## src/rtl/sm_addsub_pipe.sv

```systemverilog
// Two-stage pipelined sign-magnitude add/subtract unit with a saturating accumulator.
// Latency: a beat accepted at one rising edge is presented (out_valid=1) after the following edge.
// Backpressure: in_ready = (!out_valid | out_ready) & !rst; both stages freeze while the output stalls.
//
// Ports:
//   clk, rst              clock, synchronous active-high reset
//   in_valid / in_ready   input handshake carrying op, a, b
//   op                    00 A+B, 01 A-B, 10 ACC+=A, 11 ACC-=A
//   a, b                  W-bit sign-magnitude operands (MSB = sign)
//   acc_clr               clears the accumulator at the next edge, independent of the handshake
//   out_valid / out_ready output handshake carrying r, ovf, zero
//   r                     (W+1)-bit sign-magnitude result, never -0
//   ovf                   accumulate result saturated
//   zero                  r magnitude is zero
//   acc_q                 registered accumulator value

module sm_addsub_pipe #(
   parameter int W = 3
) (
   input  logic         clk,
   input  logic         rst,
   input  logic         in_valid,
   output logic         in_ready,
   input  logic [1:0]   op,
   input  logic [W-1:0] a,
   input  logic [W-1:0] b,
   input  logic         acc_clr,
   output logic         out_valid,
   input  logic         out_ready,
   output logic [W:0]   r,
   output logic         ovf,
   output logic         zero,
   output logic [W:0]   acc_q
);

   localparam logic [W-1:0] MAG_MAX = '1;

   // ------------------------------------------------------------------
   // Handshake
   // ------------------------------------------------------------------
   logic advance;
   logic fire;
   logic is_acc;

   // ------------------------------------------------------------------
   // Effective operands and arithmetic
   // ------------------------------------------------------------------
   logic [W:0]   acc_base;
   logic         x_sign;
   logic         y_sign;
   logic [W-1:0] x_mag;
   logic [W-1:0] y_mag;
   logic [W:0]   sum_full;
   logic [W-1:0] res_mag;
   logic         res_sign;
   logic         res_ovf;

   // ------------------------------------------------------------------
   // Pipeline state
   // ------------------------------------------------------------------
   logic         s1_vld_d,  s1_vld_q;
   logic [W-1:0] s1_mag_d,  s1_mag_q;
   logic         s1_sign_d, s1_sign_q;
   logic         s1_ovf_d,  s1_ovf_q;
   logic         out_vld_d, out_vld_q;
   logic [W:0]   r_d,       r_q;
   logic         ovf_d,     ovf_q;
   logic         zero_d,    zero_q;
   logic [W:0]   acc_d;

   assign is_acc = op[1];

   // Operand selection and sign-magnitude add/subtract.
   always_comb begin
      // A clear coinciding with an accumulate op acts on the op's view of
      // the old value, so the clear and the op both take effect.
      acc_base = acc_clr ? '0 : acc_q;

      if (is_acc) begin
         x_mag  = acc_base[W-1:0];
         x_sign = acc_base[W];
         y_mag  = {1'b0, a[W-2:0]};
         y_sign = a[W-1] ^ op[0];
      end else begin
         x_mag  = {1'b0, a[W-2:0]};
         x_sign = a[W-1];
         y_mag  = {1'b0, b[W-2:0]};
         y_sign = b[W-1] ^ op[0];
      end

      // A zero magnitude carries no sign, so -0 behaves exactly like +0
      // when comparing signs below.
      x_sign = x_sign & (|x_mag);
      y_sign = y_sign & (|y_mag);

      sum_full = {1'b0, x_mag} + {1'b0, y_mag};

      res_mag  = '0;
      res_sign = 1'b0;
      res_ovf  = 1'b0;

      if (x_sign == y_sign) begin
         // Only the accumulate path can carry out of W bits: two (W-1)-bit
         // magnitudes sum to at most 2^W-2.
         if (sum_full[W]) begin
            res_mag = MAG_MAX;
            res_ovf = 1'b1;
         end else begin
            res_mag = sum_full[W-1:0];
         end
         res_sign = x_sign;
      end else if (x_mag > y_mag) begin
         res_mag  = x_mag - y_mag;
         res_sign = x_sign;
      end else if (y_mag > x_mag) begin
         res_mag  = y_mag - x_mag;
         res_sign = y_sign;
      end

      // Keep the accumulator free of -0 as well as the output.
      res_sign = res_sign & (|res_mag);
      res_ovf  = res_ovf & is_acc;
   end

   // Flow control and next-state for both stages and the accumulator.
   always_comb begin
      advance  = !out_vld_q || out_ready;
      in_ready = advance && !rst;
      fire     = in_valid && in_ready;

      s1_vld_d  = s1_vld_q;
      s1_mag_d  = s1_mag_q;
      s1_sign_d = s1_sign_q;
      s1_ovf_d  = s1_ovf_q;
      out_vld_d = out_vld_q;
      r_d       = r_q;
      ovf_d     = ovf_q;
      zero_d    = zero_q;
      acc_d     = acc_q;

      if (advance) begin
         s1_vld_d  = fire;
         out_vld_d = s1_vld_q;

         // Data registers load only with a real beat so the outputs stay
         // quiet across bubbles.
         if (fire) begin
            s1_mag_d  = res_mag;
            s1_sign_d = res_sign;
            s1_ovf_d  = res_ovf;
         end

         if (s1_vld_q) begin
            r_d    = {s1_sign_q & (|s1_mag_q), s1_mag_q};
            ovf_d  = s1_ovf_q;
            zero_d = ~(|s1_mag_q);
         end
      end

      // The accumulator moves at the acceptance edge so the next op,
      // possibly in the very next cycle, already sees the updated value.
      if (acc_clr) begin
         acc_d = '0;
      end
      if (fire && is_acc) begin
         acc_d = {res_sign, res_mag};
      end
   end

   always_ff @(posedge clk) begin
      if (rst) begin
         s1_vld_q  <= 1'b0;
         s1_mag_q  <= '0;
         s1_sign_q <= 1'b0;
         s1_ovf_q  <= 1'b0;
         out_vld_q <= 1'b0;
         r_q       <= '0;
         ovf_q     <= 1'b0;
         zero_q    <= 1'b0;
         acc_q     <= '0;
      end else begin
         s1_vld_q  <= s1_vld_d;
         s1_mag_q  <= s1_mag_d;
         s1_sign_q <= s1_sign_d;
         s1_ovf_q  <= s1_ovf_d;
         out_vld_q <= out_vld_d;
         r_q       <= r_d;
         ovf_q     <= ovf_d;
         zero_q    <= zero_d;
         acc_q     <= acc_d;
      end
   end

   assign out_valid = out_vld_q;
   assign r         = r_q;
   assign ovf       = ovf_q;
   assign zero      = zero_q;

endmodule

```

## config.mk

```make
export PLATFORM = sky130hd
export DESIGN_NAME = sm_addsub_pipe
export DESIGN_NICKNAME = d
export VERILOG_FILES = /design/src/rtl/sm_addsub_pipe.sv
export SDC_FILE = /design/constraint.sdc
export NUM_CORES = 1
export LEC_CHECK = 0
export ABC_AREA = 1
export CORE_ASPECT_RATIO = 0.9
export CORE_MARGIN = 2
export CORE_UTILIZATION = 54
export DETAILED_ROUTE_END_ITERATION = 8
export PLACE_DENSITY = 0.8
export SLEW_MARGIN = 5
export SYNTH_ARGS = -nofsm -noshare
export SYNTH_HDL_FRONTEND = slang
export SYNTH_SLANG_ARGS = --single-unit
```

## constraint.sdc

```tcl
create_clock -name clk -period 3.1 [get_ports clk]
set_input_delay 0.465 -clock clk [delete_from_list [all_inputs] [get_ports clk]]
set_output_delay 0.465 -clock clk [all_outputs]
set_load 0.01 [all_outputs]
```

* Word-level counts from Yosys, hierarchy flattened
Cells that the tools add are included.
** Word-level totals
- Register bits :: 17
- Latch bits :: 0
- RAM bits :: 0
- ROM bits :: 0
- Output and inout port bits :: 12
- Memories kept :: 0
** Operators by class
- Add/sub/neg operators :: 3
- $mul :: 0
- Div/mod/pow operators :: 0
- Order comparisons :: 2
- Eq/ne operators :: 1
- Shift operators :: 0
- Mux-type cells :: 15
- Bitwise logic cells :: 8
- Reductions and logical operators :: 12
** Operators with widths (number)
- 3-bit two-way mux :: 5
- 3-bit OR reduction :: 4
- 4-bit two-way mux :: 2
- 1-bit two-way mux :: 7
- 3-bit greater-than comparator :: 2
- 3-bit subtractor :: 2
- 1-bit bitwise AND :: 5
- 3-bit by 3-bit adder with 4-bit output :: 1
- 2-bit AND reduction :: 2
- 1-bit logical AND :: 3
- 1-bit logical NOT :: 2
- 2-bit two-way mux :: 1
- 1-bit XOR :: 2
- 1-bit equality test :: 1
- 1-bit logical OR :: 1
- 1-bit inverter :: 1

* Longest topological paths before layout
- Depth after elaboration :: 9
- Depth in mapped cells :: 18
- Mapped depth without buffers :: 18

* Least setup slack after synthesis
Ideal clock, no wire load.
- Kind :: input -> register
- Start point :: input op[1]
- End point :: register acc_q[3]
- Data arrival time :: 1930 ps
- Data required time :: 2980 ps
- Setup slack :: 1050 ps
- Stages on the path :: 15
- Buffers on the path :: 1
- Cells stage by stage :: buf_6 > nand3_1 > nand2_2 > ha_1 > inv_1 > ha_1 > inv_1 > nand2_1 > nand2_1 > nand3_1 > o21ai_0 > a21oi_2 > nand2_1 > nand2_1 > a21oi_2
** Between the ends
- Cells in the longest elaborated chain, start to end :: 8
** RTL lines
- start: declaration :: RTL line 24 : input logic [1:0] op,
- 2-bit two-way mux / 3-bit two-way mux (equally long branches) :: RTL line 79 : if (is_acc) begin
- 3-bit subtractor (tied with other cells) :: RTL line 116 : res_mag = y_mag - x_mag;
- 3-bit two-way mux (tied with other cells) :: RTL line 115 : end else if (y_mag > x_mag) begin
- 3-bit two-way mux (tied with other cells) :: RTL line 112 : end else if (x_mag > y_mag) begin
- 3-bit two-way mux / 1-bit two-way mux (equally long branches) :: RTL line 102, 112
- 3-bit OR reduction / 1-bit two-way mux (equally long branches) :: RTL line 121, 102
- 1-bit bitwise AND :: RTL line 121 : res_sign = res_sign & (|res_mag);
- 4-bit two-way mux * :: RTL line 165 : if (fire && is_acc) begin
- end signal: assignment :: RTL line 180 : acc_q <= '0;
- end signal: assignment :: RTL line 190 : acc_q <= acc_d;
- end: declaration :: RTL line 33 : output logic [W:0] acc_q
Every way passes the cells marked *; elsewhere a longest branch is shown, timed or not.
A chain may end at the register's enable or synchronous reset.

* Final worst setup path
- Start point :: input op[1]
- End point :: register s1_sign_q
** Between the ends
- Cells in the longest elaborated chain, start to end :: 7
** RTL lines
- 2-bit two-way mux / 3-bit two-way mux (equally long branches) :: RTL line 79
- 3-bit subtractor (tied with other cells) :: RTL line 116
- 3-bit two-way mux (tied with other cells) :: RTL line 115
- 3-bit two-way mux (tied with other cells) :: RTL line 112
- 3-bit two-way mux / 1-bit two-way mux (equally long branches) :: RTL line 102, 112
- 3-bit OR reduction / 1-bit two-way mux (equally long branches) :: RTL line 121, 102
- 1-bit bitwise AND * :: RTL line 121
- end signal: assignment :: RTL line 184 : s1_sign_q <= s1_sign_d;
- end: declaration :: RTL line 63 : logic s1_sign_d, s1_sign_q;
Marked as above.

==> results by group <==
Outcome
  • Run status: complete, no violations

Clock network
  • Post-cts sizing count: 0
  • Root Buffer: clkbuf_4
  • Post-CTS Setup Bufs: 0
  • CTS tree: done
  • CTS buffer count: 3
  • Worst-Skew Late Latency: 0.29 ns
  • H-tree lvl count: 1
  • Clock Sinks: 17
  • Post-CTS Hold Buffers: 0
  • Clk buf depth: 2
  • Register clock-pin slew on the reported worst setup and hold paths: 0.09 ns

Finish
  • Fillers: 196
  • Share of post-route cells with drive strength above 1: 11.3%
  • FF+latch area: 340 um2
  • Multi-input gate area: 728 um2
  • Fin cells: 239
  • Fin nets: 231
  • Antenna diodes: 0
  • Layout area overhead: 24.5%

Synthesis
  • Syn. warnings: 0
  • Post-synthesis mux area share: 0%
  • Area contributors post-synth: dfxtp_1, nand2_1, inv_1, ha_1, nand3_1
  • Syn Nets: 203
  • Largest family of logic cells by synthesized area: simple AND/OR/NAND/NOR gates
  • Post-synthesis xor/xnor area fraction: 0.734%
  • Post-Synth Simple-Gate Area: 37.8%
  • Top cell type's share of synthesized area: 28.5%
  • Compound-Gate Fraction of Synth Area: 17.2%
  • Seq/Total Area, Yosys: 28.5%
  • Synth Cell Area: 0.00119 mm2
  • Top cells by count, synth: nand2_1, inv_1, dfxtp_1
  • Post-Syn Instances: 185
  • Asr flop ratio synth: 0%
  • Ys flop type: dfxtp_1
  • Adder-cell share of the synthesized area: 5.24%
  • Most numerous cell in the Yosys netlist: nand2_1
  • FF+latch count, synth: 17
  • Yosys cell types: 25
  • Largest area contributor in the netlist: dfxtp_1
  • Synthesized area per cell: 6.45 um2
  • Post-synth EDFFs: 0

Critical path
  • Buf/Inv on CP: 4
  • Worst setup SP type: input port
  • R2r setup slk: 1.10 ns
  • Reg-to-Reg Start: acc_q[0]
  • Worst Setup SP: op[1]
  • Critical Path End: s1_sign_q
  • CP cell instances: clkdlybuf4s50_1 > inv_1 > nand2_1 > o21ai_2 > ha_1 > inv_1 > nand2_1 > inv_1 > nand2_1 > nand2_1 > nand2_1 > a21oi_1 > nand2_1 > nand2_1 > nor2_1 > nand2_1 > nand2_1 > o21ai_2
  • Worst path top cell family by delay: buffers and inverters
  • R2r worst-path depth: 13
  • Max stage delay on crit path: 0.59 ns
  • Critical path class: input port to flip-flop
  • Crit path max-delay cell type: clkdlybuf4s50_1
  • CP Max Fanout: 7
  • RR Endpoint: s1_sign_q
  • Worst EP arrival: 2.81 ns
  • Worst path depth: 18
  • Worst path required time: 3.32 ns
  • Most common cell on crit path: nand2_1
  • Crit end category: flip-flop

Placement
  • Hpwl dp: 2170 um
  • Port Buffers: 24
  • Placed cells: 235
  • Final GP Congestion: 0.978

Detailed routing
  • Via count: 1222
  • WL/cell: 11.0 um
  • Routed wire length: 2630 um
  • DR DRC count: 0
  • Starting DRT DRC Count: 34
  • Vias per cell: 5.11
  • First-pass iteration count of the detailed router: 5
  • Routed Antenna Nets: 0

Global route
  • Vias in the first global route: 1097
  • Initial antenna violation count: 0
  • Largest net degree at the start of global routing: 11
  • Tot GR Track Use: 22.6%
  • First-pass GRT wire length: 4600 um
  • GRT overflow: 0

Floorplan
  • Starting density of the core: 55.7%
  • Core ar.: 0.00214 mm2
  • Num rows: 16
  • I/O pin cnt: 25
  • Die height: 48.6 um
  • Die width: 53.6 um
  • Die area: 0.00260 mm2

Power and ir drop
  • Clock network power share: 21.0%
  • Peak supply drop: 0.000396 V
  • Leakage: 0.000731 uW
  • PwrDens: 368 mW/mm2
  • Sw frac: 34.0%
  • Seq pwr share: 43.6%
  • Int Power: 361 uW
  • Combinational Power Share: 35.4%
  • Sw power: 186 uW

Timing
  • Worst-Margin Slew: 0.473 ns
  • Final Max Slew Viols: 0
  • FMAX: 386 MHz
  • Unrepaired setup endpoints after global routing: false
  • Final clock skew: 0.00749 ns
  • Rel. slew slack: 68.3%
  • Period minus WS final: 2.59 ns
  • Final hold vios: 0
  • TNS Setup: 0 ns
  • Final setup violation count: 0
  • Final worst-path cycle share: 83.5%

Run
  • Total of max-cap violations: 0

Min path
  • HP Class: flip-flop to flip-flop
==> sequential cells by signal, summed over array words and instances (netlist names) <==
name       flops
s1_sign_q      1
s1_ovf_q       1
s1_vld_q       1
out_valid      1
ovf            1
acc_q          4
zero           1
r              4
s1_mag_q       3
==> how the worst min path moves through the flow <==
stage / cells after the start / to / slack, ns / from
global placement: 2 / r[0] / 0.46 / s1_mag_q[0]
global route: 2 / s1_ovf_q / 0.51 / s1_ovf_q
detailed placement: 2 / r[2] / 0.47 / s1_mag_q[2]
finish: 2 / s1_ovf_q / 0.48 / s1_ovf_q
CTS: 2 / r[2] / 0.48 / s1_mag_q[2]
floorplan: 2 / r[1] / 0.44 / s1_mag_q[1]
==> worst register-to-register path: cells and delay by family, from the launching register on <==
kind                     cells  cell delay, ns
adder cells (fa/ha/maj)      1            0.34
buffers and inverters        2            0.14
AND/OR/NAND/NOR              7            0.65
AO/OA/AOI/OAI                3            0.33
flip-flops                   1            0.42
==> power groups by stage <==
stage               sequential, uW  clock [uW]  combinational, uW
finish                         238         115                194
detailed placement             244           0                191
CTS                            239         118                192
floorplan                      247           0                127
global route                   240         128                220
global placement               243           0                187
==> cells in the final DEF, fill, tap and decap left out, types with 3 or more instances in the layout <==
| cell | Yosys | final |
|---|---|---|
| a21oi_1 | 8 | 8 |
| a31oi_1 | 3 | 3 |
| nand2_2 | 5 | 5 |
| inv_1 | 26 | 26 |
| o21ai_0 | 12 | 12 |
| dfxtp_1 | 17 | 17 |
| o21ai_2 | 4 | 4 |
| clkbuf_4 | 0 | 3 |
| ha_1 | 5 | 5 |
| clkdlybuf4s50_1 | 0 | 24 |
| nand3_1 | 12 | 12 |
| nand2_1 | 58 | 58 |
| nor2_1 | 13 | 13 |
| nor2_2 | 3 | 3 |
==> through the flow <==
| stage | utilization (%) | worst slack (ns) | total power [uW] | hold WS [ns] | cell area, um2 |
|---|---|---|---|---|---|
| floorplan | - | 1.05 | 374 | 0.443 | 1190 |
| global placement | 68.2 | 0.245 | 430 | 0.462 | 1460 |
| detailed placement | 68.2 | 0.234 | 435 | 0.467 | 1460 |
| CTS | 69.4 | 0.529 | 549 | 0.480 | 1490 |
| global route | 69.4 | 0.242 | 588 | 0.508 | 1490 |
| finish | 69.4 | 0.511 | 547 | 0.480 | 1490 |
==> cell type report <==
type / instances / area share (%)
well taps: 27 / 2.27
multi-input cells: 137 / 49.0
repair buffers: 25 / 16.7
inverters: 29 / 7.41
flip-flops and latches: 17 / 22.9
clock buffers: 4 / 1.77
==> per-layer routing <==
| layer | GRT usage, % | part of all wire, % |
|---|---|---|
| met3 | 4.94 | 4.8 |
| met4 | 3.85 | 0.53 |
| met2 | 35.8 | 46 |
| met5 | 0 | 0 |
| met1 | 31.7 | 49 |
==> logic make-up (layout without fill, tap and decap cells) <==
| logic type | after synthesis | in the layout |
|---|---|---|
| buffers and inverters | 31 | 58 |
| adder cells (fa/ha/maj) | 5 | 5 |
| XOR/XNOR | 1 | 1 |
| flip-flops | 17 | 17 |
| AND/OR/NAND/NOR | 98 | 98 |
| AO/OA/AOI/OAI | 33 | 33 |
Power figures use the tool's default switching activity.
